`config.mk`:
```
export PLATFORM = sky130hd
export DESIGN_NAME = if_stage
export DESIGN_NICKNAME = d
export VERILOG_FILES = /design/src/rtl/if_stage.sv
export SDC_FILE = /design/constraint.sdc
export NUM_CORES = 1
export LEC_CHECK = 0
export ABC_AREA = 0
export BUFFER_PORTS_ARGS = -buffer_cell sky130_fd_sc_hd__buf_4
export CAP_MARGIN = 30
export CORE_ASPECT_RATIO = 0.8
export CORE_UTILIZATION = 45
export CTS_CLUSTER_DIAMETER = 60
export CTS_CLUSTER_SIZE = 28
export DETAILED_ROUTE_END_ITERATION = 7
export GPL_TIMING_DRIVEN = 0
export PLACE_DENSITY = 0.78
export RECOVER_POWER = 50
export SYNTH_ARGS = -nofsm -noshare
export SYNTH_HDL_FRONTEND = slang
export SYNTH_SLANG_ARGS = --single-unit
```
`constraint.sdc`:
```
create_clock -name clock -period 2.2 [get_ports clock]
set_clock_uncertainty 0.15 [all_clocks]
set_input_delay 0.44 -clock clock [delete_from_list [all_inputs] [get_ports clock]]
set_output_delay 0.44 -clock clock [all_outputs]
set_load 0.02 [all_outputs]
```
`src/rtl/if_stage.sv`:
```
// Instruction-fetch stage: one outstanding imem request, a single-entry
// buffer toward decode, and redirect/flush handling from the MEM stage.
module if_stage #(
  parameter logic [31:0] INST_NOP = 32'h00000013
) (
  input  logic        clock,
  input  logic        reset,
  input  logic [63:0] pc_next,
  input  logic        mem_pc_en,
  output logic [63:0] if_pc,
  output logic        imem_req_valid,
  output logic [63:0] imem_req_addr,
  input  logic        imem_req_ready,
  input  logic        imem_resp_valid,
  input  logic [31:0] imem_resp_data,
  input  logic        imem_resp_err,
  output logic        id_valid,
  output logic [63:0] id_pc,
  output logic [31:0] id_inst,
  output logic [1:0]  id_exc,
  input  logic        id_ready
);

  typedef enum logic [2:0] {
    BOOT  = 3'd0,
    REQ   = 3'd1,
    WAIT  = 3'd2,
    DRAIN = 3'd3,
    HOLD  = 3'd4
  } state_e;

  localparam logic [1:0] EXC_NONE  = 2'b00;
  localparam logic [1:0] EXC_ALIGN = 2'b01;
  localparam logic [1:0] EXC_FAULT = 2'b10;

  state_e      state_q;
  logic [63:0] if_pc_q;
  logic [63:0] id_pc_q;
  logic [31:0] id_inst_q;
  logic [1:0]  id_exc_q;
  logic        aligned;
  logic        req_fire;

  assign aligned        = (if_pc_q[1:0] == 2'b00);
  assign imem_req_valid = (state_q == REQ) && aligned;
  assign req_fire       = imem_req_valid && imem_req_ready;

  assign if_pc         = if_pc_q;
  assign imem_req_addr = if_pc_q;
  assign id_valid      = (state_q == HOLD);
  assign id_pc         = id_pc_q;
  assign id_inst       = id_inst_q;
  assign id_exc        = id_exc_q;

  always_ff @(posedge clock or negedge reset) begin
    if (!reset) begin
      state_q   <= BOOT;
      if_pc_q   <= '0;
      id_pc_q   <= '0;
      id_inst_q <= '0;
      id_exc_q  <= EXC_NONE;
    end else begin
      unique case (state_q)
        BOOT: begin
          if_pc_q <= pc_next;
          state_q <= REQ;
        end
        REQ: begin
          // A redirect wins over the misalignment trap; an accepted request
          // that is redirected in the same cycle must still be drained.
          if (mem_pc_en) begin
            if_pc_q <= pc_next;
            state_q <= req_fire ? DRAIN : REQ;
          end else if (!aligned) begin
            id_pc_q   <= if_pc_q;
            id_inst_q <= INST_NOP;
            id_exc_q  <= EXC_ALIGN;
            state_q   <= HOLD;
          end else if (imem_req_ready) begin
            state_q <= WAIT;
          end
        end
        WAIT: begin
          if (mem_pc_en) begin
            if_pc_q <= pc_next;
            state_q <= imem_resp_valid ? REQ : DRAIN;
          end else if (imem_resp_valid) begin
            id_pc_q   <= if_pc_q;
            id_inst_q <= imem_resp_err ? INST_NOP : imem_resp_data;
            id_exc_q  <= imem_resp_err ? EXC_FAULT : EXC_NONE;
            state_q   <= HOLD;
          end
        end
        DRAIN: begin
          if (mem_pc_en) if_pc_q <= pc_next;
          if (imem_resp_valid) state_q <= REQ;
        end
        HOLD: begin
          if (mem_pc_en || id_ready) begin
            if_pc_q <= pc_next;
            state_q <= REQ;
          end
        end
        default: state_q <= BOOT;
      endcase
    end
  end

endmodule

```
* Yosys cells after proc, flatten, opt, wreduce, memory -nomap -nowiden
Index checks and enable logic that the tools add are counted.
** Storage, ports and cells
- Flip-flop bits (word level) :: 165
- Bits of input ports :: 103
- Output and inout bits :: 228
** Operators by class
- Eq/ne operators :: 13
- Mux-type cells :: 30
- Reduce and logical (&&, ||, !) cells :: 11
** Operators by type and width (count)
- 64-bit two-way mux :: 6
- 64-bit one-hot mux with 3 select lines :: 1
- 32-bit two-way mux :: 5
- 64-bit one-hot mux with 2 select lines :: 1
- 32-bit one-hot mux with 2 select lines :: 1
- 3-bit two-way mux :: 7
- 3-bit one-hot mux with 5 select lines :: 1
- 2-bit two-way mux :: 7
- 2-bit != test (second input constant) :: 5
- 3-bit by 2-bit == test with 1-bit output (second input constant) :: 2
- 5-bit AND reduction :: 1
- 2-bit by 1-bit != test with 1-bit output (second input constant) :: 2
- 4-bit != test (second input constant) :: 1
- 2-bit one-hot mux with 2 select lines :: 1
- 4-bit AND reduction :: 1
- 3-bit by 1-bit == test with 1-bit output (second input constant) :: 1
- 3-bit == test (second input constant) :: 1
- 3-bit logical NOT :: 1
- 3-bit != test (second input constant) :: 1
- 3-bit AND reduction :: 1
- 3-bit nonzero test :: 1
- 3-bit OR reduction :: 1
- 1-bit logical AND :: 2
- 2-bit logical NOT :: 1
- other kinds (2) :: 2

* Logic depth before layout (Yosys ltp)
Gate-level depths: netlist of the first run.
- Depth in word-level cells :: 6
- Mapped depth :: 8
- Depth with buffers taken out :: 4

* Worst setup path before layout of the first run
Ideal clock, no wire load.
- Path kind :: reg-to-reg
- From :: register if_pc_q[1] (netlist: if_pc[1])
- To :: register id_pc_q[41] (netlist: id_pc[41])
- Library setup time :: 125 ps
- Data arrival time :: 1847 ps
- Required time :: 1925 ps
- Slack :: 78 ps
- Stages on the path, launching flop included :: 7
- Path through :: dfrtp_1 or4b_4 o2111a_1 buf_2 buf_6 buf_6 mux2_4
** On the way
- Cells in the longest elaborated chain, start to end :: 3
** Ends and longest elaborated chain
- from (decl) :: line 37 : logic [63:0] if_pc_q;
- from (signal assigned) :: line 65 : if_pc_q <= pc_next;
- from (signal assigned) :: line 72 : if_pc_q <= pc_next;
- from (signal assigned) :: line 85 : if_pc_q <= pc_next;
- 2-bit logical NOT :: line 44 : assign aligned = (if_pc_q[1:0] == 2'b00);
- 2-bit != test (no source line)
- 5-bit AND reduction (no source line)
- to (signal assigned) :: line 75 : id_pc_q <= if_pc_q;
- to (signal assigned) :: line 88 : id_pc_q <= if_pc_q;
- to (decl) :: line 38 : logic [63:0] id_pc_q;
Every way passes these cells.
A chain may end at the register's enable or synchronous reset.

* Worst setup path after layout of the first run
- From :: register state_q[1]
- To :: output imem_req_valid
** On the way
- Cells in the longest elaborated chain, start to end :: 2
** Ends and longest elaborated chain
- from (decl) :: line 36 : state_e state_q;
- from (signal assigned) :: line 73 : state_q <= req_fire ? DRAIN : REQ;
- from (signal assigned) :: line 86 : state_q <= imem_resp_valid ? REQ : DRAIN;
- 3-bit by 1-bit == test with 1-bit output :: line 45 : assign imem_req_valid = (state_q == REQ) && aligned;
- 1-bit logical AND :: line 45
- to (decl) :: line 11 : output logic imem_req_valid,
Every way passes these cells.

==> impl_metrics.json, run 1 <==
{
  "synth_seq_cells": 165,
  "synthArstFlopShare": 1.00,
  "clkPwrFrac": 0.166,
  "cts_buffer_depth": 2,
  "core_um2": 15100,
  "vias": 5233,
  "synth_area_leaders": "dfrtp_1 59%, mux2_2 17%, buf_4 6.9%",
  "overflow": 0,
  "fill_cells": 1318,
  "syn_area_um2": 6940,
  "drt_iter0_drc": 219,
  "synthFlopType": "dfrtp_1",
  "grt_pass1_wl_um": 27400,
  "cp.arrival_ns": 1.60,
  "rsz0062_at_grt": "yes",
  "pwr-share-seq": 0.311,
  "tightest_slew_ns": 0.688,
  "crit_slowest_cell": "or4b_4",
  "dp_cells": 1058,
  "cts_buffers": 17,
  "final_cells": 1095,
  "avgSynthCellArea_um2": 13.4,
  "path_cells": "or4b_4 -> nor2_4 -> buf_6",
  "num_rows": 40,
  "via_per_inst": 4.78,
  "synth_edf_count": 0,
  "stdcell_area_um2": 9790,
  "totalWireLength_um": 17800,
  "drcViolationCount": 0,
  "route.antenna.remaining_nets": 0,
  "layout_common_cells": "241 x buf_4, 167 x clkbuf_1, 164 x dfrtp_1",
  "die_w_um": 141,
  "fin_crit_sh": 0.997,
  "period_minus_slack_ns": 2.19,
  "diodes": 0,
  "maxCapViolCount": 0,
  "dr.pass1.iters": 4,
  "endpoint_kind": "output port",
  "start_util": 0.461,
  "die_h_um": 113,
  "yosysUniqueCellTypes": 27,
  "ys_warn_count": 0,
  "cp_max_fo": 3,
  "drive_above_1_share": 0.482,
  "place_area_um2": 9720,
  "yosysSeqAreaShare": 0.595,
  "dieArea_um2": 15900,
  "p_int_mw": 10.3,
  "nets": 975,
  "synth_top_area_share": 0.595,
  "crit_required_ns": 1.61,
  "hold_class": "primary input to flip-flop",
  "max-slew-margin-rel": 0.541,
  "antenna_found_initial": 0,
  "synth.net_count": 620,
  "power_density_nw_per_um2": 1780,
  "io_pins": 331,
  "ctsRootBufferMaster": "clkbuf_16",
  "clock-sinks": 165,
  "p_sw_frac": 0.411,
  "syn_inst": 517,
  "cts_tree": "built",
  "switchingPower_mw": 7.18,
  "synth_top_area_cell": "dfrtp_1",
  "critical_path.max_stage_delay_ns": 0.58,
  "syn_to_final_growth_pct": 41.0,
  "criticalPathCategory": "flip-flop to output port",
  "grtUsageTotal": 0.226,
  "hold_violations": 0,
  "status": "finished clean",
  "fmax_mhz": 456,
  "place_hpwl_um": 12900,
  "timing.setup.tns_ns": 0,
  "setup_viol": 0,
  "cp-start-kind": "flip-flop",
  "gp_congestion": 0.783,
  "h-tree-depth": 4,
  "portBuffers": 330,
  "routedWlPerCell_um": 16.3,
  "ir_drop_mv": 1.07,
  "grt_pass1_vias": 5149,
  "worstSkewPairLatency_ns": 0.41,
  "maxSlewViolCount": 0,
  "cellLeakagePower_nw": 4.49,
  "clkTransAtPathRegs_ns": 0.06,
  "grt_max_degree": 94,
  "final_common_cell": "buf_4",
  "combPwrFrac": 0.523
}
## logic make-up after synthesis
kind of cell           synth area share
AO/OA/AOI/OAI                    0.0335
flip-flops                        0.595
AND/OR/NAND/NOR                  0.0404
XOR/XNOR                        0.00126
buffers and inverters             0.110
multiplexers                      0.220
## critical path, delay by kind of cell (launching register included)
family / cells / cell delay (ns)
simple gates: 2 / 0.69
flops: 1 / 0.38
buf+inv: 1 / 0.13
## per-layer routing
metal	up-vias	GRT usage	share of wire
met4	0	0.0638	0.014
met5	-	0	0
met2	204	0.395	0.50
met1	2598	0.264	0.40
met3	25	0.0804	0.077
li1	2406	-	-
## sequential cells by signal (all words and copies together) (netlist names)
| register | count |
|---|---|
| state_q | 3 |
| id_pc | 64 |
| id_exc | 2 |
| if_pc | 64 |
| id_inst | 32 |
## synthesized netlist by cell type, types with 2 or more instances
cell type    n
nor4_1       2
a31oi_1      4
inv_1       35
nor3_1       2
nand3_1     31
buf_6        4
mux2_2     106
dfrtp_1    165
mux2_4      22
buf_4       64
nor2_1       9
nor3b_1      2
clkbuf_1     8
a21oi_1      4
o21ai_0     32
nor2b_1      2
buf_2       15
## repair_timing
action                                  in CTS  in global routing
endpoints found under the setup margin     105                110
resized for setup                           13                 14
hold buffers                                 1                  0
setup buffers                                5                  0
pin swaps                                    2                  0
endpoints found under the hold margin       92                  0
## through the flow
step | hold WS (ns) | setup slack [ns] | power (mW) | utilization
finish | 0.0886 | 0.00555 | 17.5 | 0.650
global route | 0.0818 | -0.0621 | 18.4 | 0.650
CTS | 0.0637 | -0.00779 | 18.7 | 0.689
detailed placement | 0.344 | -0.234 | 15.5 | 0.645
global placement | 0.340 | -0.376 | 15.3 | 0.643
floorplan | -0.00559 | 0.0775 | 11.4 | -
## power groups by stage
stage / registers [mW] / clock network (mW) / logic, mW
global route: 5.62 / 3.10 / 9.69
CTS: 5.49 / 2.95 / 10.2
finish: 5.44 / 2.89 / 9.13
detailed placement: 5.52 / 0 / 10.0
floorplan: 6.83 / 0 / 4.58
global placement: 5.47 / 0 / 9.86
## worst paths after layout
kind | to | cells after the start | start | slack, ns
setup / recovery | imem_req_valid | 3 | state_q[1] | 0.006
hold / removal | state_q[2] | 2 | mem_pc_en | 0.09
setup reg to reg | id_pc[52] | 5 | state_q[1] | 0.12
hold reg to reg | id_pc[29] | 1 | id_pc[29] | 0.36
max in group asynchronous | id_pc[52] | 3 | reset | 0.34
min in group asynchronous | id_pc[2] | 2 | reset | 0.48
## cell type report
type | count | area [um^2] | area share
timing repair buffer | 337 | 1960 | 0.200
clock buffer | 21 | 450 | 0.0460
buffer | 91 | 662 | 0.0676
sequential | 165 | 4130 | 0.422
multi-input combinational | 225 | 2070 | 0.211
clock inverter | 11 | 126 | 0.0129
inverter | 35 | 131 | 0.0134
tap | 210 | 263 | 0.0268
Note: power is estimated with default switching activity, not from simulation.
==> run 2: changes to the inputs <==
BUFFER_PORTS_ARGS = default   (was -buffer_cell sky130_fd_sc_hd__buf_4)
DONT_BUFFER_PORTS = 1   (was default)
PLACE_DENSITY = default   (was 0.78)
==> impl_metrics.json, run 2 (synthesized netlist as in run 1, its figures left out) <==
{
  "status": "complete, but fails checks",
  "violations": "hold timing, setup timing",
  "multiInputGateArea_um2": 2120,
  "grt_pass1_wl_um": 24900,
  "num_rows": 40,
  "cp-start-kind": "flip-flop",
  "fmax_mhz": 437,
  "grtUsageTotal": 0.210,
  "cp.arrival_ns": 1.70,
  "max-slew-margin-rel": 0.666,
  "io_pins": 331,
  "core_um2": 15100,
  "worstSkewPairLatency_ns": 0.42,
  "wl_met3_um": 1160,
  "drcViolationCount": 0,
  "drt_iter0_drc": 170,
  "cellLeakagePower_nw": 3.74,
  "crit_required_ns": 1.61,
  "criticalPathCategory": "flip-flop to output port",
  "nets": 689,
  "ctsRootBufferMaster": "clkbuf_16",
  "timing.final.ws_setup_ns": -0.0881,
  "start_util": 0.461,
  "critical_path_buf_inv_count": 0,
  "cp_top_family": "simple AND/OR/NAND/NOR gates",
  "die_w_um": 141,
  "drive_above_1_share": 0.464,
  "die_h_um": 113,
  "vias": 4228,
  "rsz0062_at_grt": "yes",
  "period_minus_slack_ns": 2.29,
  "place_hpwl_um": 11100,
  "critical_path.max_stage_delay_ns": 0.59,
  "syn_to_final_growth_pct": 22.6,
  "dr.max_layer_used": "met4",
  "cts_buffer_depth": 2,
  "power_density_nw_per_um2": 1890,
  "layout_common_cells": "163 x dfrtp_1, 106 x mux2_2, 73 x buf_4",
  "route.antenna.remaining_nets": 0,
  "dr.pass1.iters": 4,
  "hold_slack_ns": -0.440,
  "clkTransAtPathRegs_ns": 0.07,
  "timing.setup.tns_ns": -0.193,
  "antenna_found_initial": 0,
  "grt_pass1_vias": 4441,
  "final_cells": 809,
  "overflow": 0,
  "hold_violations": 165,
  "routedWlPerCell_um": 20.4,
  "fill_cells": 1221,
  "gp_congestion": 0.784,
  "register_area_um2": 4130,
  "maxCapViolCount": 0,
  "setup_viol": 22,
  "stdcell_area_um2": 8510,
  "cts_buffers": 17,
  "wl_met1_um": 6280,
  "cp_max_fo": 5,
  "cts_tree": "built",
  "h-tree-depth": 4,
  "maxSlewViolCount": 0,
  "wl_met2_um": 8740,
  "final_common_cell": "dfrtp_1",
  "ir_drop_mv": 0.997,
  "crit_slowest_cell": "or4b_4",
  "diodes": 0,
  "dp_cells": 727,
  "dieArea_um2": 15900,
  "via_per_inst": 5.23,
  "hold_class": "primary input to asynchronous set/reset pin",
  "path_cells": "or4b_4 -> nor2_4",
  "r2r-start": "if_pc[1]",
  "clock-sinks": 165,
  "power_mw": 16.1,
  "portBuffers": 0,
  "worstSetupStartpoint": "if_pc[1]",
  "totalWireLength_um": 16500,
  "place_area_um2": 7200,
  "grt_max_degree": 166,
  "fin_crit_sh": 1.04,
  "endpoint_kind": "output port",
  "tightest_slew_ns": 0.499
}
-- run 2: repair_timing --
item                                    in CTS  in global routing
gates cloned                                 4                  1
hold buffers                                37                  4
endpoints found under the hold margin      202                169
resized for setup                           37                 48
setup buffers                                7                  0
pin swaps                                    1                  0
endpoints found under the setup margin     161                118
-- run 2: metrics by stage --
stage,setup WS (ns),hold WS [ns],utilization
floorplan,0.0775,-0.00559,-
global route,-0.129,-0.468,0.565
finish,-0.0881,-0.440,0.565
global placement,-0.297,-0.00291,0.478
detailed placement,-0.384,-0.00345,0.478
CTS,-0.118,-0.464,0.558
-- run 2: routing by layer --
| metal | vias to the layer above | track usage |
|---|---|---|
| met1 | 2152 | 0.235 |
| li1 | 1832 | - |
| met5 | - | 0 |
| met4 | 0 | 0.0855 |
| met3 | 26 | 0.0673 |
| met2 | 218 | 0.371 |
-- run 2: final cells by class --
cell class              instances  share of cell area
well taps                     210              0.0309
repair buffers                 52              0.0684
inverters                      35              0.0154
clock inverters                 9              0.0106
flip-flops and latches        165               0.485
clock buffers                  23              0.0585
plain buffers                  90              0.0820
multi-input cells             225               0.249
-- run 2: worst paths after layout --
check	end	slack [ns]	cells after the start
hold reg to reg	id_inst[22]	0.49	2
hold / removal	if_pc[5]	-0.44	0
min in group clock	id_inst[1]	0.02	2
max in group asynchronous	if_pc[0]	2.07	0
setup reg to reg	id_pc[46]	-0.01	5
setup / recovery	imem_req_valid	-0.09	2
-- run 2: power breakdown --
| part | switching (mW) | leakage (nW) | internal (mW) |
|---|---|---|---|
| Combinational | 2.62 | 1.46 | 3.21 |
| Clock | 1.20 | 0.287 | 1.72 |
| Sequential | 2.97 | 1.99 | 4.35 |
==> run 3: changes to the inputs <==
CORE_AREA = 2 2 130 132   (was default)
CORE_ASPECT_RATIO = default   (was 0.8)
CORE_UTILIZATION = default   (was 45)
DIE_AREA = 0 0 132 134   (was default)
==> impl_metrics.json, run 3 (synthesized netlist as in run 1, its figures left out) <==
{
  "status": "complete, but fails checks",
  "violations": "hold timing, setup timing",
  "cp_top_family": "simple AND/OR/NAND/NOR gates",
  "overflow": 0,
  "totalWireLength_um": 17000,
  "period_minus_slack_ns": 2.25,
  "via_per_inst": 5.10,
  "pwr-share-seq": 0.446,
  "cts_buffer_depth": 2,
  "path_cells": "or4b_4 -> nor2_4",
  "endpoint_kind": "output port",
  "clkTransAtPathRegs_ns": 0.07,
  "cellLeakagePower_nw": 3.75,
  "gp_congestion": 0.785,
  "h-tree-depth": 4,
  "ctsRootBufferMaster": "clkbuf_16",
  "clkPwrFrac": 0.191,
  "antenna_found_initial": 0,
  "core_um2": 16300,
  "fill_cells": 1359,
  "stdcell_area_um2": 8550,
  "grtUsageTotal": 0.192,
  "timing.final.ws_setup_ns": -0.0512,
  "die_h_um": 134,
  "dp_cells": 737,
  "switchingPower_mw": 6.86,
  "combPwrFrac": 0.363,
  "ir_drop_mv": 0.896,
  "io_pins": 331,
  "dr.pass1.iters": 4,
  "criticalPathCategory": "flip-flop to output port",
  "start_util": 0.426,
  "crit_required_ns": 1.61,
  "syn_to_final_growth_pct": 23.2,
  "setup_viol": 2,
  "dieArea_um2": 17700,
  "drt_iter0_drc": 87,
  "vias": 4170,
  "critical_path.max_stage_delay_ns": 0.59,
  "hold_violations": 165,
  "cp.arrival_ns": 1.66,
  "power_mw": 16.4,
  "grt_pass1_wl_um": 26000,
  "grt_pass1_vias": 4438,
  "clock-sinks": 165,
  "hold_class": "primary input to asynchronous set/reset pin",
  "drive_above_1_share": 0.462,
  "place_area_um2": 7220,
  "diodes": 0,
  "p_int_mw": 9.51,
  "fin_crit_sh": 1.02,
  "final_cells": 818,
  "worstSkewPairLatency_ns": 0.41,
  "route.antenna.remaining_nets": 0,
  "cts_tree": "built",
  "routedWlPerCell_um": 20.8,
  "max-slew-margin-rel": 0.703,
  "maxCapViolCount": 0,
  "die_w_um": 132,
  "tightest_slew_ns": 0.443,
  "rsz0062_at_grt": "yes",
  "cp-start-kind": "flip-flop",
  "nets": 688,
  "cp_max_fo": 5,
  "maxSlewViolCount": 0,
  "power_density_nw_per_um2": 1910,
  "portBuffers": 0,
  "grt_max_degree": 166,
  "final_common_cell": "dfrtp_1",
  "rrSetupSlack_ns": -0.04,
  "critical_path_buf_inv_count": 0,
  "p_sw_frac": 0.419,
  "fmax_mhz": 444,
  "crit_slowest_cell": "or4b_4",
  "layout_common_cells": "163 x dfrtp_1, 106 x mux2_2, 70 x buf_4",
  "drcViolationCount": 0,
  "num_rows": 47,
  "hold_slack_ns": -0.434,
  "cts_buffers": 17,
  "place_hpwl_um": 11700
}
run 3: layout make-up:
type | instances | area, um^2 | area share
Inverter | 35 | 131 | 0.0154
Clock inverter | 12 | 165 | 0.0193
Multi-Input combinational cell | 225 | 2100 | 0.246
Clock buffer | 20 | 457 | 0.0534
Buffer | 91 | 717 | 0.0838
Timing Repair Buffer | 50 | 574 | 0.0672
Tap cell | 220 | 275 | 0.0322
Sequential cell | 165 | 4130 | 0.483
run 3: through the flow:
| stage | setup WS (ns) | utilization | hold WS, ns | TNS (ns) |
|---|---|---|---|---|
| after global routing | -0.109 | 0.525 | -0.465 | -0.534 |
| after floorplan | 0.0775 | - | -0.00559 | 0 |
| after detailed placement | -0.500 | 0.443 | -0.000661 | -37.42 |
| after global placement | -0.365 | 0.443 | -0.000891 | -26.71 |
| final | -0.0512 | 0.525 | -0.434 | -0.0881 |
| after CTS | -0.0877 | 0.516 | -0.462 | -0.141 |
run 3: power by group through the flow:
stage / combinational (mW) / sequential (mW) / clock, mW
floorplan: 4.58 / 6.83 / 0
global placement: 5.08 / 7.33 / 0
detailed placement: 5.23 / 7.36 / 0
CTS: 5.74 / 7.33 / 3.21
global route: 6.35 / 7.49 / 3.35
finish: 5.94 / 7.29 / 3.13
run 3: repair_timing:
action	4_1_cts	5_1_grt
resized for setup	31	48
hold buffers	37	1
pin swaps	1	0
hold endpoints to repair	202	166
setup buffers	7	1
endpoints found under the setup margin	162	128
gates cloned	2	2
run 3: metal layers:
metal | GRT usage | wire (um) | vias up
li1 | - | - | 1843
met1 | 0.223 | 6540 | 2092
met2 | 0.322 | 8670 | 224
met3 | 0.0797 | 1610 | 11
met4 | 0.0664 | 167 | 0
met5 | 0 | 0 | -
run 3: final timing paths:
path / end / cells past startpoint / start
max: imem_req_valid / 2 / if_pc[1]
max reg2reg: id_pc[0] / 6 / if_pc[1]
min: if_pc[10] / 0 / reset
max in group asynchronous: id_pc[32] / 0 / reset
min reg2reg: id_inst[25] / 2 / id_inst[25]
min in group clock: id_inst[13] / 2 / imem_resp_data[13]
